`config.mk`:
```
export PLATFORM = sky130hd
export DESIGN_NAME = ro_pair_comparator
export DESIGN_NICKNAME = d
export VERILOG_FILES = /design/src/rtl/puf_pkg.sv /design/src/rtl/ro_edge_counter.sv /design/src/rtl/ro_pair_comparator.sv
export SDC_FILE = /design/constraint.sdc
export NUM_CORES = 1
export LEC_CHECK = 0
export BUFFER_PORTS_ARGS = -buffer_cell sky130_fd_sc_hd__buf_4
export CAP_MARGIN = 20
export CORE_MARGIN = 1.5
export CORE_UTILIZATION = 25
export CTS_CLUSTER_DIAMETER = 150
export DETAILED_ROUTE_END_ITERATION = 10
export PLACE_DENSITY_LB_ADDON = 0.3
export SLEW_MARGIN = 20
export SYNTH_ARGS = -nofsm -noshare
export SYNTH_HDL_FRONTEND = slang
export SYNTH_SLANG_ARGS = --single-unit
```
`constraint.sdc`:
```
create_clock -name clk -period 2.15 [get_ports clk]
set_clock_uncertainty 0.15 [all_clocks]
set_input_delay 0.43 -clock clk [delete_from_list [all_inputs] [get_ports clk]]
set_output_delay 0.43 -clock clk [all_outputs]
set_load 0.005 [all_outputs]
```
`src/rtl/puf_pkg.sv`:
```
// puf_pkg: shared state encoding and default sizing for the RO-pair PUF comparator.
`default_nettype none

package puf_pkg;

  localparam int DEF_CNT_W      = 16;
  localparam int DEF_WINDOW     = 4096;
  localparam int DEF_SETTLE_CYC = 8;

  // Phase timer must reach WINDOW-1 for WINDOW up to 2^20.
  localparam int TIMER_W = 21;

  typedef enum logic [1:0] {
    IDLE    = 2'd0,
    SETTLE  = 2'd1,
    COUNT   = 2'd2,
    COMPARE = 2'd3
  } state_t;

endpackage

`default_nettype wire

```
`src/rtl/ro_edge_counter.sv`:
```
// ro_edge_counter: 2-flop synchronizer, rising-edge detect and gated edge counter for one RO.
// Build option RO_CNT_SAT_EN: counter saturates at all-ones and flags it on sat.
`default_nettype none

module ro_edge_counter
  import puf_pkg::*;
#(
  parameter int CNT_W = DEF_CNT_W
) (
  input  logic             clk,
  input  logic             rst_n,
  input  logic             ro,
  input  logic             clr,
  input  logic             cnt_en,
  output logic [CNT_W-1:0] cnt,
  output logic             sat
);

  logic sync1, sync2, prev;
  logic rise;

  assign rise = sync2 & ~prev;

`ifdef RO_CNT_SAT_EN
  assign sat = &cnt;
`else
  assign sat = 1'b0;
`endif

  always_ff @(posedge clk or negedge rst_n) begin
    if (!rst_n) begin
      sync1 <= 1'b0;
      sync2 <= 1'b0;
      prev  <= 1'b0;
      cnt   <= '0;
    end else begin
      sync1 <= ro;
      sync2 <= sync1;
      prev  <= sync2;
      if (clr) begin
        cnt <= '0;
      end else if (cnt_en && rise) begin
`ifdef RO_CNT_SAT_EN
        if (!sat) cnt <= cnt + 1'b1;
`else
        cnt <= cnt + 1'b1;
`endif
      end
    end
  end

endmodule

`default_nettype wire

```
`src/rtl/ro_pair_comparator.sv`:
```
// ro_pair_comparator: counts edges of two ring oscillators over a fixed window and emits a response bit.
// Build option RO_CNT_SAT_EN: saturating counters; a saturated pair forces RESP=TIE=0.
`default_nettype none

module ro_pair_comparator
  import puf_pkg::*;
#(
  parameter int CNT_W      = DEF_CNT_W,
  parameter int WINDOW     = DEF_WINDOW,
  parameter int SETTLE_CYC = DEF_SETTLE_CYC
) (
  input  logic             clk,
  input  logic             rst_n,
  input  logic             start,
  input  logic             ro_a,
  input  logic             ro_b,
  output logic             en,
  output logic             busy,
  output logic             valid,
  output logic             resp,
  output logic             tie,
  output logic [CNT_W-1:0] cnt_a,
  output logic [CNT_W-1:0] cnt_b
);

  localparam logic [TIMER_W-1:0] SETTLE_LAST = TIMER_W'(SETTLE_CYC);
  localparam logic [TIMER_W-1:0] WINDOW_LAST = TIMER_W'(WINDOW - 1);

  state_t             state, state_nx;
  logic [TIMER_W-1:0] timer, timer_nx;
  logic               en_nx;
  logic               clr, counting;
  logic [CNT_W-1:0]   raw_a, raw_b;
  logic               sat_a, sat_b, sat_any;

  assign clr      = (state == IDLE) && start;
  assign counting = (state == COUNT);
  assign sat_any  = sat_a | sat_b;

  ro_edge_counter #(.CNT_W(CNT_W)) u_cnt_a (
    .clk(clk), .rst_n(rst_n), .ro(ro_a), .clr(clr), .cnt_en(counting), .cnt(raw_a), .sat(sat_a)
  );

  ro_edge_counter #(.CNT_W(CNT_W)) u_cnt_b (
    .clk(clk), .rst_n(rst_n), .ro(ro_b), .clr(clr), .cnt_en(counting), .cnt(raw_b), .sat(sat_b)
  );

  // SETTLE spans one clear cycle (EN still low) plus SETTLE_CYC cycles with EN high.
  always_comb begin
    state_nx = state;
    timer_nx = timer;
    case (state)
      IDLE: begin
        if (start) begin
          state_nx = SETTLE;
          timer_nx = '0;
        end
      end
      SETTLE: begin
        if (timer == SETTLE_LAST) begin
          state_nx = COUNT;
          timer_nx = '0;
        end else begin
          timer_nx = timer + 1'b1;
        end
      end
      COUNT: begin
        if (timer == WINDOW_LAST) begin
          state_nx = COMPARE;
          timer_nx = '0;
        end else begin
          timer_nx = timer + 1'b1;
        end
      end
      COMPARE: state_nx = IDLE;
      default: state_nx = IDLE;
    endcase
    en_nx = (state == SETTLE) || ((state == COUNT) && (state_nx == COUNT));
  end

  always_ff @(posedge clk or negedge rst_n) begin
    if (!rst_n) begin
      state <= IDLE;
      timer <= '0;
      en    <= 1'b0;
      busy  <= 1'b0;
      valid <= 1'b0;
      resp  <= 1'b0;
      tie   <= 1'b0;
      cnt_a <= '0;
      cnt_b <= '0;
    end else begin
      state <= state_nx;
      timer <= timer_nx;
      en    <= en_nx;
      busy  <= (state_nx != IDLE);
      valid <= (state == COMPARE);
      if (state == COMPARE) begin
        cnt_a <= raw_a;
        cnt_b <= raw_b;
        tie   <= (raw_a == raw_b) && !sat_any;
        resp  <= (raw_a > raw_b) && !sat_any;
      end
    end
  end

endmodule

`default_nettype wire

```
==> impl_metrics.yaml, run 1 <==
layout:
  drive_gt1_share_pct: 27.8
  antennaDiodeCount: 0
  fillers: 1914
  syn_to_final_growth_pct: 23.9
  multiInputGateArea_um2: 2320
  finalInstanceArea_um2: 6060
  seq_area_um2: 2450
  final_nets: 541
place:
  port-buffer-count: 41
  dp_slack_ns: 0.0412
  gp_congestion: 0.861
  dp.final_hpwl_um: 7780
  placed_cell_area_um2: 5700
drt:
  avgViaCountPerCell: 4.43
  ant_nets: 0
  postRouteWirelength_um: 10600
  wire_per_inst_um: 13.6
  drc: 0
  dr.pass1.iters: 4
  drtIter0Drc: 139
  num_vias: 3436
floorplanning:
  die_h_um: 143
  rows: 50
  die-area_um2: 20400
  pin_count: 42
  fp.coreArea_um2: 19000
  start_util_pct: 25.8
  fp.dieW_um: 143
cts:
  clk_latency_ns: 0.35
  clock-sinks: 98
  clock-root-buffer: "clkbuf_16"
  cts-buffers-inserted: 9
  postCtsSetupRepairBufs: 0
  path_clk_slew_ns: 0.06
  htreeDepth: 3
  cts_tree: "built"
  clock_path_buffers: 2
global_routing:
  grt_pass1_wl_um: 17700
  grt_start_max_net_pins: 40
  grt-ovfl-total: 0
  grt_use_total_pct: 11.2
  grt_pass1_vias: 3545
  antenna_found_initial: 0
power:
  irDropWorstVdd_mv: 0.380
  cellLeakagePower_nw: 2.64
  powerDensity_nw_per_um2: 723
  total_power_mw: 4.38
critical_path:
  worstReg2RegEnd: "timer[2]$_DFFE_PN0P_"
  timing.critical_path.to: "timer[2]$_DFFE_PN0P_"
  r2r_slack_ns: 0.11
  arrival_ns: 2.12
  cp-end-kind: "flop"
  reg2regPathDepth: 6
  critPathMaxStageDelay_ns: 0.48
  start_kind: "flop"
  path_max_fanout: 6
  crit_start: "timer[6]$_DFFE_PN0P_"
  path_cells: "nand4_2, nor2_2, and3b_2, a2bb2oi_2, o21ai_0, o2bb2ai_1"
  rr_startpoint: "timer[6]$_DFFE_PN0P_"
  slowest_stage: "dfrtp_1"
  path_class: "flop to flop"
  cp.required_ns: 2.24
sta:
  max_freq_ghz: 0.491
  hold_slack_ns: 0.0370
  worst_slew_pin_slew_ns: 0.397
  finalCriticalPeriod_ns: 2.04
  hold_viol_final: 0
  setup_viol: 0
  rsz0062_at_grt: "no"
  setup-tns-final_ns: 0
  fin_crit_sh_pct: 94.7
  slew_headroom_pct: 73.3
  layout_setup_ws_ns: 0.114
  slew_violations: 0
yosys:
  synth_commonest_cells: "98 x dfrtp_1, 53 x nor2_1, 32 x mux2_2"
  ys_warn_count: 0
  yosys.area.top_type_share_pct: 50.1
  synth.most_common_cell: "dfrtp_1"
  synthTopCellsByArea: "dfrtp_1 50%, mux2_2 7.4%, ha_1 6.6%"
  syn_area_um2: 4890
  synth_top_area_cell: "dfrtp_1"
  synth-edff-count: 0
  synthCells: 444
  synthArstFlopShare_pct: 100
  seq_area_frac_synth_pct: 50.1
  post_synth.cell_area_avg_um2: 11.0
  synth_fp_nets: 475
  synthFlopType: "dfrtp_1"
  ys_types: 56
  ys_seq_elements: 98
flow_run:
  maxCapViolations: 0
worst_hold_path:
  min_from: "ro_b"
  hold_path.class: "input port to flop"
run_status:
  status: "completed"
==> layout by cell type, fill, tap and decap left out, types with 2 or more instances in the layout <==
cell type	count
mux2_2	32
nand3_1	19
or3_1	6
buf_12	3
nor2_2	3
o211ai_1	2
nand4_1	12
clkinv_2	2
xor2_1	14
inv_1	27
nand2_1	24
ha_1	26
buf_4	63
nand2b_1	3
clkbuf_16	9
dfrtp_1	97
a21oi_1	11
and3_1	7
o31ai_1	2
nor3_1	4
xnor2_1	25
nor2_1	53
or2_2	2
o2bb2ai_1	2
nor2b_1	4
nor4_2	2
a211oi_2	2
and4_1	4
and3b_2	2
a21o_1	5
bufinv_16	2
o21ai_0	13
==> flip-flops by register name, indices dropped and copies added (netlist names) <==
register,cells
u_cnt_b.prev,1
cnt_a,16
timer,21
busy,1
u_cnt_a.sync2,1
u_cnt_a.cnt,16
u_cnt_b.sync2,1
tie,1
u_cnt_a.prev,1
u_cnt_a.sync1,1
valid,1
en,1
state,2
u_cnt_b.sync1,1
u_cnt_b.cnt,16
cnt_b,16
resp,1
==> through the flow <==
| step | utilization (%) | instances |
|---|---|---|
| 2_1_floorplan | - | 444 |
| 3_3_place_gp | 30.1 | 758 |
| 3_5_place_dp | 30.1 | 758 |
| 4_1_cts | 31.8 | 775 |
| 5_1_grt | 32.0 | 775 |
| 6_report | 32.0 | 775 |
==> where the power goes <==
group          leakage, nW  internal (mW)  total (mW)  switching, mW
clock network        0.156           1.05        1.73          0.685
logic                 1.24          0.290       0.715          0.424
registers             1.25           1.90        1.94         0.0369
==> metal layers <==
| metal | wire, um | track usage (%) |
|---|---|---|
| met4 | 212 | 4.07 |
| met5 | 0 | 0 |
| met3 | 393 | 3.45 |
| met2 | 5110 | 18.8 |
| met1 | 4840 | 13.6 |
==> repair_timing <==
action,in CTS,in global routing
endpoints found under the hold margin,27,0
hold buffers,1,0
setup endpoints to repair,0,12
resized for setup,0,7
==> worst min-delay path by stage <==
stage | to | slack [ns] | cells past startpoint
after floorplan | busy$_DFF_PN0_ | -0.02 | 0
after global placement | u_cnt_a.sync2$_DFF_PN0_ | 0.19 | 0
after detailed placement | u_cnt_a.sync2$_DFF_PN0_ | 0.19 | 0
after CTS | u_cnt_b.sync1$_DFF_PN0_ | 0.02 | 1
after global routing | u_cnt_b.sync1$_DFF_PN0_ | 0.02 | 1
final | u_cnt_b.sync1$_DFF_PN0_ | 0.04 | 1
==> cell type report <==
type                            count  area share [%]
Sequential cell                    98            40.5
Multi-Input combinational cell    307            38.2
Timing Repair Buffer               67            8.96
Tap cell                          260            5.37
Clock buffer                       11            4.01
Inverter                           27            1.67
Clock inverter                      5            1.28
==> critical path: cells and delay by family (launching register included) <==
family / cells / cell delay, ns
simple gates: 3 / 0.72
compound gates: 3 / 0.58
flops: 1 / 0.48
==> logic make-up after synthesis <==
group | count (synthesis) | share of synthesized area (%)
adders and majority gates | 26 | 6.65
AOI/OAI and AO/OA | 48 | 7.60
muxes | 33 | 7.57
buffers and inverters | 39 | 3.17
and+or+nand+nor | 161 | 17.9
xor gates and xnor gates | 39 | 6.98
DFF | 98 | 50.1
(Power assumes the default switching activity.)
==> inputs of run 2 (changes only) <==
--- a/config.mk
+++ b/config.mk
@@ -5,7 +5,7 @@
 export SDC_FILE = /design/constraint.sdc
 export NUM_CORES = 1
 export LEC_CHECK = 0
-export BUFFER_PORTS_ARGS = -buffer_cell sky130_fd_sc_hd__buf_4
+export BUFFER_PORTS_ARGS = -buffer_cell sky130_fd_sc_hd__buf_2
 export CAP_MARGIN = 20
 export CORE_MARGIN = 1.5
 export CORE_UTILIZATION = 25
==> impl_metrics.yaml, run 2 (synthesized netlist as in run 1, its figures left out) <==
drt:
  avgViaCountPerCell: 4.36
  drtIter0Drc: 133
  postRouteWirelength_um: 10200
  dr.pass1.iters: 5
  drc: 0
  ant_nets: 0
  wire_per_inst_um: 13.2
  num_vias: 3368
cts:
  htreeDepth: 3
  clock_path_buffers: 2
  clk_latency_ns: 0.35
  cts-buffers-inserted: 9
  cts_tree: "built"
  clock-sinks: 98
  clock-root-buffer: "clkbuf_16"
  path_clk_slew_ns: 0.06
place:
  gp_congestion: 0.835
  dp.final_hpwl_um: 7650
  dp_slack_ns: 0.0203
  port-buffer-count: 41
  dp.cells: 758
layout:
  layout_common_cells: "98 x dfrtp_1, 53 x nor2_1, 40 x buf_2, 32 x mux2_2, 27 x inv_1"
  final_nets: 543
  drive_gt1_share_pct: 27.9
  fin_cells: 773
  syn_to_final_growth_pct: 20.8
  top_register: "timer"
  antennaDiodeCount: 0
  largest_reg_flops: 21
  final_common_cell: "dfrtp_1"
critical_path:
  cp-end-kind: "flop"
  crit_start: "timer[0]$_DFFE_PN0P_"
  path_max_fanout: 6
  rr_startpoint: "timer[0]$_DFFE_PN0P_"
  start_kind: "flop"
  arrival_ns: 2.09
  path_class: "flop to flop"
  cp.required_ns: 2.23
  r2r_slack_ns: 0.14
  worstReg2RegEnd: "timer[14]$_DFFE_PN0P_"
  timing.critical_path.to: "timer[14]$_DFFE_PN0P_"
  reg2regPathDepth: 7
floorplanning:
  fp.dieW_um: 143
  pin_count: 42
  fp.coreArea_um2: 19000
  die-area_um2: 20400
  rows: 50
  die_h_um: 143
  start_util_pct: 25.8
sta:
  worst_slew_pin_slew_ns: 0.485
  fin_crit_sh_pct: 93.5
  max_freq_ghz: 0.497
  setup_viol: 0
  finalCriticalPeriod_ns: 2.01
  rsz0062_at_grt: "yes"
  slew_headroom_pct: 67.6
  hold_slack_ns: 0.0368
  slew_violations: 0
  layout_setup_ws_ns: 0.140
  hold_viol_final: 0
global_routing:
  grt_pass1_wl_um: 17500
  grt-ovfl-total: 0
  grt_use_total_pct: 11.0
  grt_start_max_net_pins: 48
  antenna_found_initial: 0
  grt_pass1_vias: 3473
power:
  cellLeakagePower_nw: 2.59
  powerDensity_nw_per_um2: 704
  irDropWorstVdd_mv: 0.395
run_status:
  status: "completed"
flow_run:
  maxCapViolations: 0
worst_hold_path:
  hold_path.class: "input port to flop"
run 2: changes by cell type in the layout (fill, tap and decap cells not counted), sizes merged:
| cell | delta |
|---|---|
| clkinv | -2 |
| clkbuf | +1 |
| bufinv | -2 |
| clkinvlp | -1 |
| buf | +2 |
run 2: worst min path at each step:
stage,from,end,depth (start not counted)
final,ro_b,u_cnt_b.sync1$_DFF_PN0_,1
after global routing,ro_a,u_cnt_a.sync1$_DFF_PN0_,1
after CTS,ro_b,u_cnt_b.sync1$_DFF_PN0_,1
after detailed placement,u_cnt_a.sync1$_DFF_PN0_,u_cnt_a.sync2$_DFF_PN0_,0
after global placement,u_cnt_a.sync1$_DFF_PN0_,u_cnt_a.sync2$_DFF_PN0_,0
after floorplan,rst_n,busy$_DFF_PN0_,0
run 2: area by class of cell:
cell class,count,area [um2]
multi-input combinational,307,2310
fill,1962,13000
inverter,27,101
timing repair buffer,69,458
sequential,98,2450
tap,260,325
clock buffer,12,267
run 2: metal layers:
metal | track usage, % | vias up | share of wire (%)
met5 | 0 | - | 0
met4 | 3.31 | 0 | 1.5
met3 | 3.69 | 15 | 3.8
met2 | 17.8 | 50 | 48
met1 | 14.0 | 1641 | 46
li1 | - | 1662 | -
run 2: critical path: stages (launching register included):
cell and delay, ns:
dfrtp_1 0.41, ha_1 0.22, nand3_1 0.13, nor2_2 0.17, and3b_2 0.27, a2bb2oi_2 0.25
a2bb2oi_1 0.20, o31ai_1 0.08
run 2: what timing repair did:
action	CTS	global route
gates resized for setup	0	7
buffers inserted	0	2
endpoints found under the hold margin	34	0
endpoints found under the setup margin	0	20
hold buffers	1	0
run 2: stage by stage:
| step | utilization (%) | cell area, um2 | TNS (ns) | power [mW] |
|---|---|---|---|---|
| detailed placement | 29.5 | 5600 | 0 | 2.69 |
| floorplan | - | 4890 | 0 | 2.39 |
| CTS | 31.0 | 5880 | 0 | 4.21 |
| global route | 31.2 | 5910 | -0.00263 | 4.37 |
| global placement | 29.5 | 5600 | 0 | 2.69 |
| finish | 31.2 | 5910 | 0 | 4.16 |
run 2: report_power, final:
group	leakage (nW)	switching, mW	internal (mW)
sequential	1.25	0.0349	1.90
clock	0.132	0.641	0.853
combinational	1.21	0.430	0.304
total	2.59	1.11	3.05
